--- src/rtl/arb_pkg.sv ---
// Shared defaults, types and helpers for the request-FIFO wrapper around the
// 4-way round-robin arbiter.
package arb_pkg;

  localparam int N_REQ  = 4;
  localparam int DATA_W = 8;
  localparam int DEPTH  = 4;
  localparam int ID_W   = $clog2(N_REQ);

  typedef logic [DATA_W-1:0] payload_t;

  // OR-reduces the index of every set bit; exact only for one-hot inputs.
  function automatic logic [ID_W-1:0] onehot_to_idx(input logic [N_REQ-1:0] oh);
    logic [ID_W-1:0] idx;
    idx = '0;
    for (int i = 0; i < N_REQ; i++) begin
      if (oh[i]) idx = idx | ID_W'(i);
    end
    return idx;
  endfunction

endpackage

--- src/rtl/arb_chan_fifo.sv ---
// Single-channel payload FIFO; storage is left unreset, only pointers and the
// occupancy count are cleared.
module arb_chan_fifo #(
  parameter int DW    = 8,
  parameter int DEPTH = 4
) (
  input  logic          clk,
  input  logic          rst_b,
  input  logic          push_i,
  input  logic          pop_i,
  input  logic [DW-1:0] data_i,
  output logic [DW-1:0] data_o,
  output logic          empty_o,
  output logic          full_o
);

  localparam int AW = $clog2(DEPTH);

  logic [DW-1:0] mem_q [DEPTH];
  logic [AW-1:0] wrPtr_q, rdPtr_q;
  logic [AW:0]   count_q, count_d;
  logic          pushOk, popOk;

  assign empty_o = (count_q == '0);
  assign full_o  = (count_q == (AW+1)'(DEPTH));
  assign pushOk  = push_i && !full_o;
  assign popOk   = pop_i && !empty_o;
  assign data_o  = mem_q[rdPtr_q];

  always_comb begin
    count_d = count_q;
    case ({pushOk, popOk})
      2'b10:   count_d = count_q + (AW+1)'(1);
      2'b01:   count_d = count_q - (AW+1)'(1);
      default: count_d = count_q;
    endcase
  end

  // Pointers wrap for free because DEPTH is a power of two.
  always_ff @(posedge clk or negedge rst_b) begin
    if (!rst_b) begin
      wrPtr_q <= '0;
      rdPtr_q <= '0;
      count_q <= '0;
    end else begin
      if (pushOk) wrPtr_q <= wrPtr_q + AW'(1);
      if (popOk)  rdPtr_q <= rdPtr_q + AW'(1);
      count_q <= count_d;
    end
  end

  always_ff @(posedge clk) begin
    if (pushOk) mem_q[wrPtr_q] <= data_i;
  end

endmodule

--- src/rtl/arb_req_fifo.sv ---
// Per-requester input queues feeding the round-robin arbiter, with the grant
// check, registered valid/ready output stage and sticky protocol-error flag.
module arb_req_fifo #(
  parameter int N_REQ  = arb_pkg::N_REQ,
  parameter int DATA_W = arb_pkg::DATA_W,
  parameter int DEPTH  = arb_pkg::DEPTH
) (
  input  logic                             clk,
  input  logic                             rst_b,
  input  logic [N_REQ-1:0]                 in_valid,
  input  logic [N_REQ-1:0][DATA_W-1:0]     in_data,
  output logic [N_REQ-1:0]                 in_ready,
  output logic [N_REQ-1:0]                 request,
  input  logic [N_REQ-1:0]                 grant,
  output logic                             out_valid,
  output logic [DATA_W-1:0]                out_data,
  output logic [$clog2(N_REQ)-1:0]         out_id,
  input  logic                             out_ready,
  output logic                             err
);

  localparam int ID_W = $clog2(N_REQ);

  logic [N_REQ-1:0][DATA_W-1:0] headData;
  logic [N_REQ-1:0]             empty, full, pushVec, popVec;
  logic                         multiHot, oneHot, grantBad, slotFree;
  logic [ID_W-1:0]              grantIdx;

  logic              outValid_q, outValid_d;
  logic [DATA_W-1:0] outData_q, outData_d;
  logic [ID_W-1:0]   outId_q, outId_d;
  logic              err_q, err_d;

  for (genvar i = 0; i < N_REQ; i++) begin : g_chan
    arb_chan_fifo #(.DW(DATA_W), .DEPTH(DEPTH)) u_fifo (
      .clk     (clk),
      .rst_b   (rst_b),
      .push_i  (pushVec[i]),
      .pop_i   (popVec[i]),
      .data_i  (in_data[i]),
      .data_o  (headData[i]),
      .empty_o (empty[i]),
      .full_o  (full[i])
    );
  end

  assign in_ready = ~full;
  assign request  = ~empty;
  assign pushVec  = in_valid & in_ready;

  // A grant only pops when it is one-hot, aimed at a non-empty queue, and the
  // output slot is free; anything else is either held off or flagged.
  assign multiHot = |(grant & (grant - N_REQ'(1)));
  assign oneHot   = (grant != '0) && !multiHot;
  assign grantBad = |(grant & ~request);
  assign slotFree = !outValid_q || out_ready;
  assign popVec   = grant & request & {N_REQ{oneHot && slotFree}};
  assign grantIdx = arb_pkg::onehot_to_idx(grant);

  always_comb begin
    outValid_d = outValid_q;
    outData_d  = outData_q;
    outId_d    = outId_q;
    err_d      = err_q | multiHot | grantBad;
    if (|popVec) begin
      outValid_d = 1'b1;
      outData_d  = headData[grantIdx];
      outId_d    = grantIdx;
    end else if (out_ready) begin
      outValid_d = 1'b0;
    end
  end

  always_ff @(posedge clk or negedge rst_b) begin
    if (!rst_b) begin
      outValid_q <= 1'b0;
      outData_q  <= '0;
      outId_q    <= '0;
      err_q      <= 1'b0;
    end else begin
      outValid_q <= outValid_d;
      outData_q  <= outData_d;
      outId_q    <= outId_d;
      err_q      <= err_d;
    end
  end

  assign out_valid = outValid_q;
  assign out_data  = outData_q;
  assign out_id    = outId_q;
  assign err       = err_q;

endmodule

--- config.mk ---
export PLATFORM = sky130hd
export DESIGN_NAME = arb_req_fifo
export DESIGN_NICKNAME = d
export VERILOG_FILES = /design/src/rtl/arb_pkg.sv /design/src/rtl/arb_chan_fifo.sv /design/src/rtl/arb_req_fifo.sv
export SDC_FILE = /design/constraint.sdc
export NUM_CORES = 1
export LEC_CHECK = 0
export ABC_AREA = 1
export CAP_MARGIN = 40
export CORE_UTILIZATION = 25
export DETAILED_ROUTE_END_ITERATION = 16
export DONT_BUFFER_PORTS = 1
export GPL_TIMING_DRIVEN = 0
export MAX_ROUTING_LAYER = met4
export SYNTH_ARGS = -nofsm -noshare
export SYNTH_HDL_FRONTEND = slang
export SYNTH_SLANG_ARGS = --single-unit
--- constraint.sdc ---
create_clock -name clk -period 2.2 [get_ports clk]
set_input_delay 0.11 -clock clk [delete_from_list [all_inputs] [get_ports clk]]
set_output_delay 0.11 -clock clk [all_outputs]
set_load 0.02 [all_outputs]
Word-level counts from Yosys, hierarchy flattened:

Memories as Yosys holds them, arrays and structs flattened.
Index checks and enable logic that the tools add are counted.

* register bits after elaboration: 40
* latch bits: 0
* bits in writable memories: 128
* bits in read-only memories: 0
* input port bits: 43
* output and inout bits: 20
* word-level logic and storage cells: 113
* memories: 4

* add/subtract/negate cells: 17
* multiply operators: 0
* divide/modulo/power cells: 0
* $lt $le $gt $ge: 1
* eq/ne operators: 12
* shift operators: 0
* multiplexer cells: 19
* bitwise operators: 10
* reductions and logical operators: 34

Memory list
* g_chan[0].u_fifo.mem_q: depth 4, width 8, read ports 1, clocked after memory_dff 0, wr ports 1, line arb_chan_fifo.sv:19 `logic [DW-1:0] mem_q [DEPTH];`
* g_chan[1].u_fifo.mem_q: depth 4, width 8, read ports 1, clocked after memory_dff 0, wr ports 1, line arb_chan_fifo.sv:19
* g_chan[2].u_fifo.mem_q: depth 4, width 8, read ports 1, clocked after memory_dff 0, wr ports 1, line arb_chan_fifo.sv:19
* g_chan[3].u_fifo.mem_q: depth 4, width 8, read ports 1, clocked after memory_dff 0, wr ports 1, line arb_chan_fifo.sv:19

Operator list (count)
* 3-bit one-hot mux with 2 select lines: 4
* 4-bit AND: 5
* 2-bit by 1-bit adder with 2-bit output, second input constant: 8
* 8-bit binary-select mux with 2-bit select: 1
* 3-bit by 1-bit adder with 3-bit output, second input constant: 4
* 3-bit == test, second input constant: 4
* 3-bit logical NOT: 4
* 4-bit NOT: 3
* 4-bit OR reduction: 3
* 3-bit by 1-bit subtractor with 3-bit output, second input constant: 4
* 1-bit two-way mux: 11
* 1-bit logical AND: 10
* 1-bit logical NOT: 10
* 2-bit nonzero test: 5
* 2-bit by 1-bit == test with 1-bit output, second input constant: 4
* 2-bit == test, second input constant: 4
* 8-bit two-way mux: 1
* 2-bit two-way mux: 2
* 4-bit nonzero test: 1
* 4-bit by 1-bit subtractor with 4-bit output, second input constant: 1
* 2-bit by 3-bit less-than comparator with 1-bit output, second input constant: 1
* 1-bit OR: 2
* 1-bit logical OR: 1

Depth between registers and ports, before layout:

* depth in word-level cells: 10
* mapped depth: 13
* depth with buffers taken out: 13

By module:

From an unflattened synthesis, not the netlist that was laid out.

* cell total of the unflattened synthesis: 752
* area total of the unflattened synthesis: 7923.8 sq um

By module, submodules not included
* arb_chan_fifo: instances 4, cells an instance 154, area each 1751.7 sq um, seq. area each 1136.1 sq um
* arb_req_fifo: instances 1, cells an instance 136, area each 917.1 sq um, seq. area each 300.3 sq um

Least setup slack after synthesis:

Ideal clock, no wire load.

* kind: reg-to-reg
* start: reg outValid_q, in the netlist out_valid
* end: reg g_chan[2].u_fifo.count_q[2]
* library setup time: 0.124 ns
* data arrival time: 1.984 ns
* data required time: 2.076 ns
* setup slack: 0.092 ns
* stages on the path, launching flop included: 14
* buffers on the path: 0
* period minus slack after synthesis: 2.108 ns
* cells stage by stage: dfrtp_1 inv_1 nor2_1 inv_1 nand2_1 nor2_4 nand2_1 inv_1 ha_1 inv_1 fa_1 a21oi_1 o21ai_0 xnor2_1

* word-level cells in the longest chain between the ends: 7
* elaborated cells between the ends (all ways): 9
* those cells by class: eq/ne: 2; mux: 1; bitwise: 1; reduce/logical: 5

RTL lines
* start, declared: line arb_req_fifo.sv:29 `logic outValid_q, outValid_d;`
* start signal, assigned: line arb_req_fifo.sv:81 `outValid_q <= outValid_d;`
* 1-bit logical NOT *: line arb_req_fifo.sv:56 `assign slotFree = !outValid_q || out_ready;`
* 1-bit logical OR *: line arb_req_fifo.sv:56
* 1-bit logical AND *: line arb_req_fifo.sv:57 `assign popVec = grant & request & {N_REQ{oneHot && slotFree}};`
* 4-bit AND *: line arb_req_fifo.sv:57
* 1-bit logical AND *: line arb_chan_fifo.sv:27 `assign popOk = pop_i && !empty_o;`
* net g_chan[2].u_fifo.popOk: line arb_chan_fifo.sv:22 `logic pushOk, popOk;`
* 2-bit by 1-bit == test with 1-bit output or 2-bit == test (tied branches): line arb_chan_fifo.sv:32 `case ({pushOk, popOk})`
* 3-bit one-hot mux with 2 select lines or 2-bit nonzero test (tied branches)
* end signal, assigned: line arb_chan_fifo.sv:48 `count_q <= count_d;`
* end, declared: line arb_chan_fifo.sv:21 `logic [AW:0] count_q, count_d;`

Mark *: on every way through the listed nets, which the timed path passes. The rest lies on a longest branch.
A chain may end at the register's enable or synchronous reset.

Worst setup path after layout:

* start: in grant[3]
* end: reg g_chan[3].u_fifo.count_q[2]

* word-level cells in the longest chain between the ends: 10
* elaborated cells between the ends (all ways): 14
* those cells by class: add/sub: 1; eq/ne: 2; mux: 1; bitwise: 3; reduce/logical: 7

RTL lines
* start, declared: line arb_req_fifo.sv:14 `input logic [N_REQ-1:0] grant,`
* 4-bit by 1-bit subtractor with 4-bit output: line arb_req_fifo.sv:53 `assign multiHot = |(grant & (grant - N_REQ'(1)));`
* 4-bit AND: line arb_req_fifo.sv:53
* 4-bit OR reduction: line arb_req_fifo.sv:53
* 1-bit logical NOT: line arb_req_fifo.sv:54 `assign oneHot = (grant != '0) && !multiHot;`
* 1-bit logical AND: line arb_req_fifo.sv:54
* 1-bit logical AND: line arb_req_fifo.sv:57
* 4-bit AND *: line arb_req_fifo.sv:57
* 1-bit logical AND *: line arb_chan_fifo.sv:27
* net g_chan[3].u_fifo.popOk: line arb_chan_fifo.sv:22
* 2-bit by 1-bit == test with 1-bit output or 2-bit == test (tied branches): line arb_chan_fifo.sv:32
* 3-bit one-hot mux with 2 select lines or 2-bit nonzero test (tied branches)
* end signal, assigned: line arb_chan_fifo.sv:48
* end, declared: line arb_chan_fifo.sv:21

Marked as above.

==> out/qor.csv <==
stage,metric,value,unit
pwr,Logic pwr share,0.326,
worst_setup_path,crit path DAT,2.44,ns
drt,Routed WL,18200,um
clock_tree,number of H-tree levels,4,
pwr,total power,11.7,mW
floorplan,Die Height,178,um
timing,hold_ws,0.0762,ns
drt,1st-pass router iterations,8,
worst_hold_path,HP Class,in2reg,
timing,actual slew at the worst max-slew pin,0.850,ns
synthesis,Post-synth EDFFs,128,
pwr,Power Density,1230,mW/mm^2
floorplan,# rows,63,
synthesis,"Distinct cells, synth",30,
clock_tree,TritonCTS clock tree,done,
layout,Nets,920,
pwr,maximum VDD drop,563,uV
timing,"Hold Vio Cnt, Final",0,
layout,post-route cell area,0.00954,mm^2
worst_setup_path,CP bufs+invs,4,
global_route,vias in the first global route,5080,
synthesis,Ys Warns,0,
timing,final max-slew violation count,0,
timing,f_max,473,MHz
pwr,clock power share,0.256,
floorplan,die width,178,um
clock_tree,CTS Sinks,168,
synthesis,Synth Register Bits,168,
timing,Slew HR,0.431,
timing,final setup fails,0,
pwr,sequential power share,0.417,
global_route,GRT Residual Overflow,0,
worst_setup_path,Worst Setup Start Kind,input port,
timing,Tmin final,2.12,ns
run,max cap viols,0,
layout,share of cells above drive strength 1,0.147,
placed_design,DP Worst Slack,-0.287,ns
worst_setup_path,crit-path max FO,9,
synthesis,Synth Net Count,836,
drt,Vias per Instance,4.17,
global_route,largest net degree at the start of global routing,41,
outcome,status,completed,
drt,antenna-violating nets left,0,
layout,ANT cells,0,
worst_setup_path,"delay-heaviest family, CP",buffers and inverters,
timing,Setup Skew,0.0108,ns
worst_setup_path,critical path type,in2reg,
pwr,switching share of power,0.378,
pwr,Net Sw Power,4.42,mW
clock_tree,Worst-Skew Late Latency,0.44,ns
layout,final non-filler cell total,1256,
worst_setup_path,R2R setup slack,0.09,ns
placed_design,# placed instances,1159,
worst_setup_path,CP peak stage delay,0.61,ns
global_route,GRT Total Usage,0.125,
synthesis,ys flop type,edfxtp_1,
layout,Synth-to-Final Area Change,23.8,%
drt,Routed WL per cell,14.5,um
floorplan,I/O pins,63,
floorplan,Initial Util,0.257,
floorplan,core area,0.0300,mm^2
clock_tree,root buffer selected by CTS,clkbuf_16,
placed_design,Placer Congestion,0.797,
worst_setup_path,Worst EP required,2.52,ns
timing,setup TNS,0,ns
global_route,initial antenna violation count,0,
synthesis,"Avg Cell Area, Syn",10.0,um^2
timing,RSZ-0062 raised after global routing,yes,
clock_tree,TritonCTS Buffers,17,
clock_tree,clk buf depth,2,
pwr,leakage,4.14,nW
worst_setup_path,CP endpoint kind,flip-flop,
worst_setup_path,critical path's slowest cell,dlygate4sd3_1,
global_route,first-pass GRT wire length,28300,um
placed_design,HPWL after DPL,12600,um
synthesis,post-synthesis sequential area ratio,0.629,
drt,Vias,5239,
synthesis,"Async S/R FF share, synth",0.238,
timing,final critical-path share of the clock period,0.962,
floorplan,die area,0.0315,mm^2
placed_design,I/O Buffers,0,
layout,post-layout util,0.318,
drt,DRC viols,0,
pwr,Int Pwr,7.26,mW
worst_setup_path,CP most frequent cell,nand2_2,
worst_setup_path,crit-path cells,dlygate4sd3_1 > nor2_4 > inv_4 > nand2_2 > nand2_2 > nor2_4 > nand2_2 > inv_2 > ha_4 > inv_4 > fa_2 > a21oi_2 > o21ai_1 > xnor2_1,
placed_design,Placed Area,0.00819,mm^2
clock_tree,clk slew on worst S/H paths,0.07,ns
synthesis,Post-Synthesis Cell Area,0.00771,mm^2
timing,PnR worst setup slack,0.0846,ns
drt,Iteration-0 DRC Markers,423,
synthesis,post-synthesis cell count,769,
==> cells in the final DEF (no fill, tap or decap), types with 3 or more instances in the layout <==
cell type,Yosys,routed
clkbuf_16,0,17
buf_2,16,16
dfrtp_1,40,37
nand2_2,3,11
edfxtp_1,128,128
inv_8,0,4
buf_4,1,23
xnor2_1,7,7
a21oi_1,8,6
o21ai_1,0,4
dfrtp_2,0,3
nand2_1,191,182
ha_4,0,4
inv_6,0,6
nor2_4,2,4
xor2_1,9,9
or2_2,7,7
nor2_1,44,41
ha_1,20,16
inv_4,1,3
dlygate4sd3_1,0,42
nand3_1,110,110
inv_2,1,7
o21ai_0,10,6
clkinv_1,6,6
inv_1,145,137
==> power groups by stage <==
stage	Clock (mW)	Combinational [mW]	Sequential, mW
finish	2.99	3.81	4.87
global route	3.18	4.33	4.96
CTS	3.04	3.69	4.87
detailed placement	0	3.47	4.91
global placement	0	3.41	4.88
floorplan	0	2.61	4.74
==> logic make-up after synthesis <==
| kind of cell | Yosys count | synth area share |
|---|---|---|
| simple gates | 364 | 0.202 |
| fa+ha+maj | 24 | 0.0429 |
| buf+inv | 174 | 0.0901 |
| compound gates | 21 | 0.0148 |
| mux | 2 | 0.00292 |
| flops | 168 | 0.629 |
| xor+xnor | 16 | 0.0182 |
==> cell usage after synthesis, drive strengths merged, types with 2 or more instances <==
| cell type | number | area, um^2 |
|---|---|---|
| or2 | 7 | 43.8 |
| ha | 20 | 250 |
| clkinv | 6 | 22.5 |
| nand3 | 110 | 551 |
| o21ai | 12 | 67.6 |
| xnor2 | 7 | 61.3 |
| a21oi | 8 | 40.0 |
| mux2 | 2 | 22.5 |
| nor2 | 47 | 194 |
| nand2 | 194 | 736 |
| xor2 | 9 | 78.8 |
| buf | 20 | 114 |
| fa | 4 | 80.1 |
| nand3b | 2 | 15.0 |
| nor3 | 3 | 15.0 |
| dfrtp | 40 | 1000 |
| edfxtp | 128 | 3840 |
| inv | 147 | 554 |
==> worst register-to-register path, stage by stage (launching register included) <==
cell and delay [ns]:
dfrtp_1 0.41, inv_1 0.12, nand3_1 0.29, nand2_2 0.29
ha_4 0.17, inv_4 0.04, fa_2 0.36, a21oi_2 0.11
o21ai_1 0.08, xnor2_1 0.13
==> area by class of cell <==
class / count / area (um^2)
fillers: 3061 / 20400
flip-flops and latches: 168 / 4850
multi-input cells: 427 / 2300
repair buffers: 65 / 613
inverters: 153 / 582
well taps: 390 / 488
clock buffers: 18 / 439
clock inverters: 14 / 153
plain buffers: 21 / 118
==> routing by layer <==
metal  GRT usage  up-vias  routed length [um]
li1            -     2612                   -
met5           -        -                   0
met1       0.154     2488                7890
met2       0.200      120                8870
met3      0.0341       19                1220
met4      0.0367        0                 275
==> repair_timing <==
action / in CTS / in global routing
resized for setup: 23 / 25
pin swaps: 2 / 11
hold buffers: 42 / 1
endpoints found under the hold margin: 180 / 2
setup buffers: 10 / 12
setup endpoints to repair: 8 / 25
==> state kept, by name (all words and copies together), names as in the netlist <==
name / cells
out_valid: 1
g_chan.u_fifo.rdPtr_q: 8
err: 1
out_data: 8
g_chan.u_fifo.mem_q: 128
g_chan.u_fifo.wrPtr_q: 8
out_id: 2
g_chan.u_fifo.count_q: 12
==> path summary, 6_finish.rpt <==
path | from | to | cells past startpoint
min | grant[2] | out_data[1] | 6
min in group asynchronous | rst_b | g_chan[0].u_fifo.count_q[2] | 2
max | grant[3] | g_chan[3].u_fifo.count_q[2] | 14
max in group asynchronous | rst_b | out_valid | 2
min reg2reg | g_chan[2].u_fifo.count_q[2] | g_chan[2].u_fifo.count_q[2] | 1
max reg2reg | g_chan[3].u_fifo.count_q[0] | g_chan[3].u_fifo.count_q[2] | 9
Note: power is estimated with default switching activity, not from simulation.
